File: src/rtl/spi_pkg.sv
// Shared types and widths for the host-side SPI master controller.
package spi_pkg;

    localparam int SPI_CMD_W  = 10;
    localparam int SPI_DATA_W = 8;

    typedef enum logic [1:0] {
        WR_ADDR = 2'b00,
        WR_DATA = 2'b01,
        RD_ADDR = 2'b10,
        RD_DATA = 2'b11
    } spi_op_e;

    typedef enum logic [2:0] {
        ST_IDLE,
        ST_CTRL,
        ST_SEND,
        ST_WAIT,
        ST_RECV,
        ST_GAP
    } spi_mst_state_e;

    function automatic logic op_is_read(input spi_op_e op);
        return op[1];
    endfunction

endpackage

File: src/rtl/spi_master_ctrl.sv
// SPI master: serialises a 10-bit command into one SS_n frame and captures the RD_DATA reply.
// Optional frame counters are built when SPI_MASTER_STATS_EN is defined.
module spi_master_ctrl
    import spi_pkg::*;
#(
    parameter int RD_LATENCY = 2,
    parameter int IDLE_GAP   = 1
) (
    input  logic                  clk,
    input  logic                  rst,
    input  logic                  cmd_valid,
    output logic                  cmd_ready,
    input  logic [SPI_CMD_W-1:0]  cmd_data,
    output logic                  rsp_valid,
    output logic [SPI_DATA_W-1:0] rsp_data,
    output logic                  done,
    output logic                  busy,
`ifdef SPI_MASTER_STATS_EN
    output logic [15:0]           wr_frames,
    output logic [15:0]           rd_frames,
`endif
    output logic                  SS_n,
    output logic                  MOSI,
    input  logic                  MISO
);

    localparam logic [3:0] SEND_LAST = 4'd9;
    localparam logic [3:0] RECV_LAST = 4'd7;
    localparam logic [3:0] WAIT_LAST = 4'(RD_LATENCY - 1);
    localparam logic [3:0] GAP_LAST  = 4'(IDLE_GAP - 1);

    spi_mst_state_e        state_q, state_d;
    logic [3:0]            cnt_q, cnt_d;
    logic [SPI_CMD_W-1:0]  tx_q, tx_d;
    spi_op_e               op_q, op_d;
    logic [SPI_DATA_W-1:0] rx_q, rx_d;
    logic [SPI_DATA_W-1:0] rsp_data_q, rsp_data_d;
    logic                  ss_n_q, ss_n_d;
    logic                  mosi_q, mosi_d;
    logic                  ready_q, ready_d;
    logic                  rsp_valid_q, rsp_valid_d;
    logic                  done_q, done_d;
    logic                  busy_q, busy_d;
    logic                  accept;
`ifdef SPI_MASTER_STATS_EN
    logic [15:0]           wr_frames_q, wr_frames_d;
    logic [15:0]           rd_frames_q, rd_frames_d;
`endif

    assign accept = (state_q == ST_IDLE) && cmd_valid && ready_q;

    always_ff @(posedge clk or posedge rst) begin
        if (rst) begin
            state_q     <= ST_IDLE;
            cnt_q       <= '0;
            tx_q        <= '0;
            op_q        <= WR_ADDR;
            rx_q        <= '0;
            rsp_data_q  <= '0;
            ss_n_q      <= 1'b1;
            mosi_q      <= 1'b0;
            ready_q     <= 1'b0;
            rsp_valid_q <= 1'b0;
            done_q      <= 1'b0;
            busy_q      <= 1'b0;
`ifdef SPI_MASTER_STATS_EN
            wr_frames_q <= '0;
            rd_frames_q <= '0;
`endif
        end else begin
            state_q     <= state_d;
            cnt_q       <= cnt_d;
            tx_q        <= tx_d;
            op_q        <= op_d;
            rx_q        <= rx_d;
            rsp_data_q  <= rsp_data_d;
            ss_n_q      <= ss_n_d;
            mosi_q      <= mosi_d;
            ready_q     <= ready_d;
            rsp_valid_q <= rsp_valid_d;
            done_q      <= done_d;
            busy_q      <= busy_d;
`ifdef SPI_MASTER_STATS_EN
            wr_frames_q <= wr_frames_d;
            rd_frames_q <= rd_frames_d;
`endif
        end
    end

    // Every counted state leaves on its terminal count and hands the next state a zeroed counter.
    always_comb begin
        state_d = state_q;
        cnt_d   = cnt_q;
        unique case (state_q)
            ST_IDLE: if (accept) state_d = ST_CTRL;
            ST_CTRL: begin
                state_d = ST_SEND;
                cnt_d   = '0;
            end
            ST_SEND: begin
                if (cnt_q == SEND_LAST) begin
                    cnt_d   = '0;
                    state_d = (op_q == RD_DATA) ? ST_WAIT : ST_GAP;
                end else cnt_d = cnt_q + 4'd1;
            end
            ST_WAIT: begin
                if (cnt_q == WAIT_LAST) begin
                    cnt_d   = '0;
                    state_d = ST_RECV;
                end else cnt_d = cnt_q + 4'd1;
            end
            ST_RECV: begin
                if (cnt_q == RECV_LAST) begin
                    cnt_d   = '0;
                    state_d = ST_GAP;
                end else cnt_d = cnt_q + 4'd1;
            end
            ST_GAP: begin
                if (cnt_q == GAP_LAST) begin
                    cnt_d   = '0;
                    state_d = ST_IDLE;
                end else cnt_d = cnt_q + 4'd1;
            end
            default: begin
                state_d = ST_IDLE;
                cnt_d   = '0;
            end
        endcase
    end

    // Outputs are derived from the upcoming state so the registered pins line up with it.
    always_comb begin
        tx_d        = tx_q;
        op_d        = op_q;
        rx_d        = rx_q;
        rsp_data_d  = rsp_data_q;
        mosi_d      = 1'b0;
        ss_n_d      = !(state_d inside {ST_CTRL, ST_SEND, ST_WAIT, ST_RECV});
        ready_d     = (state_d == ST_IDLE);
        busy_d      = (state_d != ST_IDLE);
        done_d      = (state_d == ST_GAP) && (state_q != ST_GAP);
        rsp_valid_d = (state_q == ST_RECV) && (state_d == ST_GAP);
        if (accept) begin
            tx_d   = cmd_data;
            op_d   = spi_op_e'(cmd_data[9:8]);
            mosi_d = cmd_data[9];
        end
        if (state_d == ST_SEND) begin
            mosi_d = tx_q[SPI_CMD_W-1];
            tx_d   = {tx_q[SPI_CMD_W-2:0], 1'b0};
        end
        if (state_q == ST_RECV) begin
            rx_d = {rx_q[SPI_DATA_W-2:0], MISO};
            if (rsp_valid_d) rsp_data_d = rx_d;
        end
`ifdef SPI_MASTER_STATS_EN
        wr_frames_d = wr_frames_q;
        rd_frames_d = rd_frames_q;
        if (done_d) begin
            if (op_is_read(op_q)) begin
                if (rd_frames_q != 16'hFFFF) rd_frames_d = rd_frames_q + 16'd1;
            end else begin
                if (wr_frames_q != 16'hFFFF) wr_frames_d = wr_frames_q + 16'd1;
            end
        end
`endif
    end

    assign cmd_ready = ready_q;
    assign rsp_valid = rsp_valid_q;
    assign rsp_data  = rsp_data_q;
    assign done      = done_q;
    assign busy      = busy_q;
    assign SS_n      = ss_n_q;
    assign MOSI      = mosi_q;
`ifdef SPI_MASTER_STATS_EN
    assign wr_frames = wr_frames_q;
    assign rd_frames = rd_frames_q;
`endif

endmodule

File: config.mk
export PLATFORM = sky130hd
export DESIGN_NAME = spi_master_ctrl
export DESIGN_NICKNAME = d
export VERILOG_FILES = /design/src/rtl/spi_pkg.sv /design/src/rtl/spi_master_ctrl.sv
export SDC_FILE = /design/constraint.sdc
export NUM_CORES = 1
export LEC_CHECK = 0
export BUFFER_PORTS_ARGS = -buffer_cell sky130_fd_sc_hd__buf_4
export CAP_MARGIN = 20
export CORE_UTILIZATION = 30
export CTS_BUF_LIST = sky130_fd_sc_hd__clkbuf_4 sky130_fd_sc_hd__clkbuf_8
export DETAILED_ROUTE_END_ITERATION = 10
export PLACE_DENSITY = 0.57
export SETUP_SLACK_MARGIN = 0.5
export SKIP_CTS_REPAIR_TIMING = 1
export SLEW_MARGIN = 10
export SYNTH_ARGS = -nofsm -noshare
export SYNTH_HDL_FRONTEND = slang
export SYNTH_SLANG_ARGS = --single-unit
File: constraint.sdc
create_clock -name clk -period 2.5 [get_ports clk]
set_clock_uncertainty 0.1 [all_clocks]
set_input_delay 0.125 -clock clk [delete_from_list [all_inputs] [get_ports clk]]
set_output_delay 0.125 -clock clk [all_outputs]
set_load 0.01 [all_outputs]
After elaboration in Yosys (flattened, before gate mapping)
Index checks and enable logic that the tools add are counted.
- equality and inequality tests: 15
- multiplexer cells: 16
- $add $sub $neg: 1
- reduce and logical (&&, ||, !) cells: 12
- operator list (operator ; number):
    10-bit 2-to-1 mux ; 2
    4-bit one-hot mux with 5 select lines ; 1
    3-bit 2-to-1 mux ; 6
    3-bit one-hot mux with 6 select lines ; 1
    4-bit 2-to-1 mux ; 4
    3-bit by 2-bit == test with 1-bit output (second input constant) ; 4
    3-bit == test (second input constant) ; 4
    3-bit by 1-bit == test with 1-bit output (second input constant) ; 2
    3-bit zero test ; 2
    4-bit by 1-bit adder with 4-bit output (second input constant) ; 1
    4-bit by 1-bit == test with 1-bit output (second input constant) ; 1
    4-bit by 3-bit == test with 1-bit output (second input constant) ; 1
    4-bit == test (second input constant) ; 1
    1-bit logical AND ; 4
    4-bit zero test ; 1
    4-bit nonzero test ; 1
    3-bit inequality test (second input constant) ; 1
    3-bit nonzero test ; 1
    2-bit == test (second input constant) ; 1
    1-bit 2-to-1 mux ; 2
    2-bit AND reduction ; 1
    2-bit nonzero test ; 1
    1-bit zero test ; 1
- input port bits: 14
- word-level logic and storage cells: 56
- output and inout port bits: 14
- flip-flop bits (word level): 40

Longest topological paths before layout
- depth after elaboration: 8
- depth in mapped cells: 7
- depth with buffers taken out: 6

Worst setup path before layout
OpenSTA, ideal clock, no wires.
- path type: reg2reg
- start point: reg state_q[0]
- end point: reg rsp_data_q[0], in the netlist rsp_data[0]
- cell stages (with the launch flop): 7
- path slack: 0.687 ns
- path buffers: 3
- arrival time: 1.588 ns
- clock period less this slack: 1.813 ns
- path through: dfrtp_1 > buf_6 > or3b_1 > buf_6 > nor3_4 > buf_6 > mux2_2
- cells in the longest elaborated chain, start to end: 8
- elaborated cells on any way between the ends: 17
- those cells by class: eq/ne (6); mux (6); reduce/logical (5)
- RTL lines (element ; line ; text):
    start, declared ; spi_master_ctrl.sv:32 ; spi_mst_state_e state_q, state_d;
    start signal, assigned ; spi_master_ctrl.sv:71 ; state_q <= state_d;
    3-bit zero test ; spi_master_ctrl.sv:50, spi_master_ctrl.sv:94 ;
    1-bit logical AND (2 in series) ; spi_master_ctrl.sv:50 ; assign accept = (state_q == ST_IDLE) && cmd_valid && ready_q;
    3-bit 2-to-1 mux ; spi_master_ctrl.sv:95 ; ST_IDLE: if (accept) state_d = ST_CTRL;
    3-bit one-hot mux with 6 select lines ; spi_master_ctrl.sv:94 ; unique case (state_q)
    3-bit == test ; spi_master_ctrl.sv:142 ; rsp_valid_d = (state_q == ST_RECV) && (state_d == ST_GAP);
    1-bit logical AND (*) ; spi_master_ctrl.sv:142 ;
    named net rsp_valid_d ; spi_master_ctrl.sv:41 ; logic rsp_valid_q, rsp_valid_d;
    2-bit AND reduction (no source line) (*) ; n/a ;
    end signal, assigned ; spi_master_ctrl.sv:76 ; rsp_data_q <= rsp_data_d;
    end, declared ; spi_master_ctrl.sv:37 ; logic [SPI_DATA_W-1:0] rsp_data_q, rsp_data_d;
The timed path passes the listed nets; every way through them passes the cells marked *.
A chain may end at the register's enable or synchronous reset.

Worst setup path in the final report
- start point: reg state_q[1]
- end point: reg rsp_data_q[5], in the netlist rsp_data[5]
- cells in the longest elaborated chain, start to end: 8
- elaborated cells on any way between the ends: 17
- those cells by class: eq/ne (6); mux (6); reduce/logical (5)
- RTL lines (element ; line):
    3-bit zero test ; spi_master_ctrl.sv:50, spi_master_ctrl.sv:94
    1-bit logical AND (2 in series) ; spi_master_ctrl.sv:50
    3-bit 2-to-1 mux ; spi_master_ctrl.sv:95
    3-bit one-hot mux with 6 select lines ; spi_master_ctrl.sv:94
    3-bit == test ; spi_master_ctrl.sv:142
    1-bit logical AND ; spi_master_ctrl.sv:142
    2-bit AND reduction (no source line) (*) ; n/a
Every way passes the cells marked *; elsewhere a longest branch is shown, timed or not.

==> out/metrics.yaml <==
pwr:
  p_per_area_nw_per_um2: 1035
  swShare_pct: 37.34
  peakVddDrop_uv: 492.0
  power_uw: 2472
  pwr-share-seq_pct: 41.3
  power.switching_uw: 922.8
  p_leak_uw: 0.001179
  power.share.clock_pct: 21.2
  p_int_uw: 1549
  combPwrFrac_pct: 37.5
global_routing:
  grt_use_total_pct: 12.23
  antenna_found_initial: 0
  grt_pass1_wl_mm: 6.092
  grt_pass1_vias: 1352
  gr-total-overflow: 0
  grt_max_degree: 41
floorplan:
  core_area_um2: 5956
  die_area_um2: 6550
  dieHeight_um: 80.94
  initial_utilization_pct: 31.39
  num_rows: 28
  io_pins: 28
  die_x_um: 80.94
cells_and_area:
  drive_gt1_share_pct: 24.26
  syn_to_final_growth_pct: 27.71
  nets: 251
  finalCoreUtilization_pct: 40.08
  mostFrequentLayoutCell: "nand2_1"
  insertedDiodeCount: 0
  final_cell_mix: "nand2_1 (50), dfrtp_1 (39), buf_4 (35)"
  seqCellArea_um2: 1002
  stdcell_area_um2: 2387
  multiInputGateArea_um2: 759.5
  nFillCells: 615
sta:
  slew_viol_final: 0
  tightest_slew_ns: 0.4955
  fin_tns_setup_ns: 0
  period_minus_slack_ns: 1.924
  fin_ws_ns: 0.5759
  rsz0062_at_grt: "no"
  finalCritPeriodShare_pct: 76.96
  max_slew_margin_pct: 66.97
  hold_viol_final: 0
  max_freq_mhz: 519.7
  setup_viol: 0
synthesis:
  synth_cell_types: 39
  ys_seq_area_share_pct: 53.61
  syn_inst: 191
  synth_edf_count: 0
  syn_nets: 208
  synth_flop_cell: "dfrtp_1"
  postSynth.asyncResetShare_pct: 100.0
  synth-seq-cells: 40
  synth_area_per_cell_um2: 9.787
  syn-cell-area_um2: 1869
  ys.warnings.count: 0
drt:
  post_drt_wl_per_cell_um: 12.03
  drtPass1Iterations: 4
  drcViolationCount: 0
  vias: 1471
  antenna_left: 0
  drt_iter0_markers: 72
  avgViaCountPerCell: 4.745
  wl_mm: 3.730
job:
  drv_cap: 0
setup_path:
  max_stage_delay_ns: 0.51
  startpoint_type: "register"
  cp_num_buf_inv: 1
  required_ns: 2.57
  cp_max_fo: 12
  slowest_stage: "dfrtp_1"
  path_cells: "or3b_4 > nor3_4 > buf_4 > mux2_2"
  worstPathArrival_ns: 2.00
  criticalPathCategory: "register to register"
  cp-end-kind: "register"
  crit_family: "simple AND/OR/NAND/NOR gates"
clock_tree:
  cts_tree: "done"
  cts_buffers: 5
  cts.htree.levels: 2
  clock_latency_ns: 0.29
  clockBufferDepth: 2
  clock-sinks: 40
  clk_pin_slew_worst_paths_ns: 0.08
  root_buffer: "clkbuf_8"
place:
  hpwl_mm: 2.452
  place_ws_ns: 0.3165
  dpl_cell_area_um2: 2137
  place.gp.congestion: 0.7958
  numPortBuffers: 27
worst_hold_path:
  hold_class: "input port to register"
run_status:
  status: "finished, final reports clean"
==> layout make-up <==
class                      instances  area share (%)
multi-input combinational        130           31.81
sequential                        40           41.98
timing repair buffer              47           16.04
clock inverter                     3           1.782
clock buffer                       5           2.883
tap                               75           3.931
inverter                          10           1.572
==> layer usage <==
layer | vias to the layer above | global-route usage, % | part of all wire [%]
li1 | 725 | - | -
met3 | 2 | 4.157 | 3.9
met2 | 29 | 20.17 | 48
met5 | - | 0 | 0
met1 | 715 | 15.17 | 47
met4 | 0 | 3.393 | 0.40
==> worst min-delay path: cells and delay by family <==
| kind | cells | cell delay, ns |
|---|---|---|
| buffers and inverters | 2 | 0.27 |
| AND/OR/NAND/NOR | 3 | 0.17 |
==> stage by stage <==
step / hold slack, ns / instances
finish: 0.2107 / 310
global route: 0.2280 / 310
CTS: -0.1170 / 296
detailed placement: 0.1939 / 288
global placement: 0.1875 / 288
floorplan: 0.1304 / 191
==> power by group through the flow <==
stage                     sequential (uW)  clock, uW  combinational (uW)
final                                1020        524                 926
after global placement               1030          0                 904
after detailed placement             1030          0                 910
after global routing                 1050        565                1050
after floorplan                       970          0                 709
after CTS                            1020        533                 914
==> sequential cells by signal, summed over array words and instances (netlist names), 2 cells and up <==
register	flops
op_q	2
rx_q	7
rsp_data	8
tx_q	10
cnt_q	4
state_q	3
==> path summary, 6_finish.rpt <==
check,cells after the start,slack [ns],startpoint,to
setup / recovery,4,0.58,state_q[1]$_DFF_PP0_,rsp_data[5]$_DFFE_PP0P_
hold / removal,5,0.21,cmd_valid,op_q[0]$_DFFE_PP0P_
setup reg to reg,4,0.58,state_q[1]$_DFF_PP0_,rsp_data[5]$_DFFE_PP0P_
hold reg to reg,2,0.38,op_q[0]$_DFFE_PP0P_,op_q[0]$_DFFE_PP0P_
max in group asynchronous,4,1.53,rst,SS_n$_DFF_PP1_
min in group asynchronous,4,0.41,rst,rsp_data[3]$_DFFE_PP0P_
==> synthesized netlist by cell type, drive strengths merged (3+ instances only) <==
cell type,count,share of area (%)
dfrtp,39,52
a31oi,3,1.0
o21ai,4,1.1
ha,3,2.0
buf,9,3.5
a21oi,3,0.80
nand3,12,3.2
nand2b,3,1.0
nor3,4,1.7
inv,10,2.0
nand2,50,10
o211ai,9,3.6
mux2,8,4.8
nor2,8,1.6
==> cells by family after synthesis <==
family          share of synthesized area [%]
flops                                   53.61
fa+ha+maj                               2.008
mux                                     4.819
buf+inv                                 5.957
xor+xnor                                1.406
simple gates                            22.83
compound gates                          9.370
(Power assumes the default switching activity.)
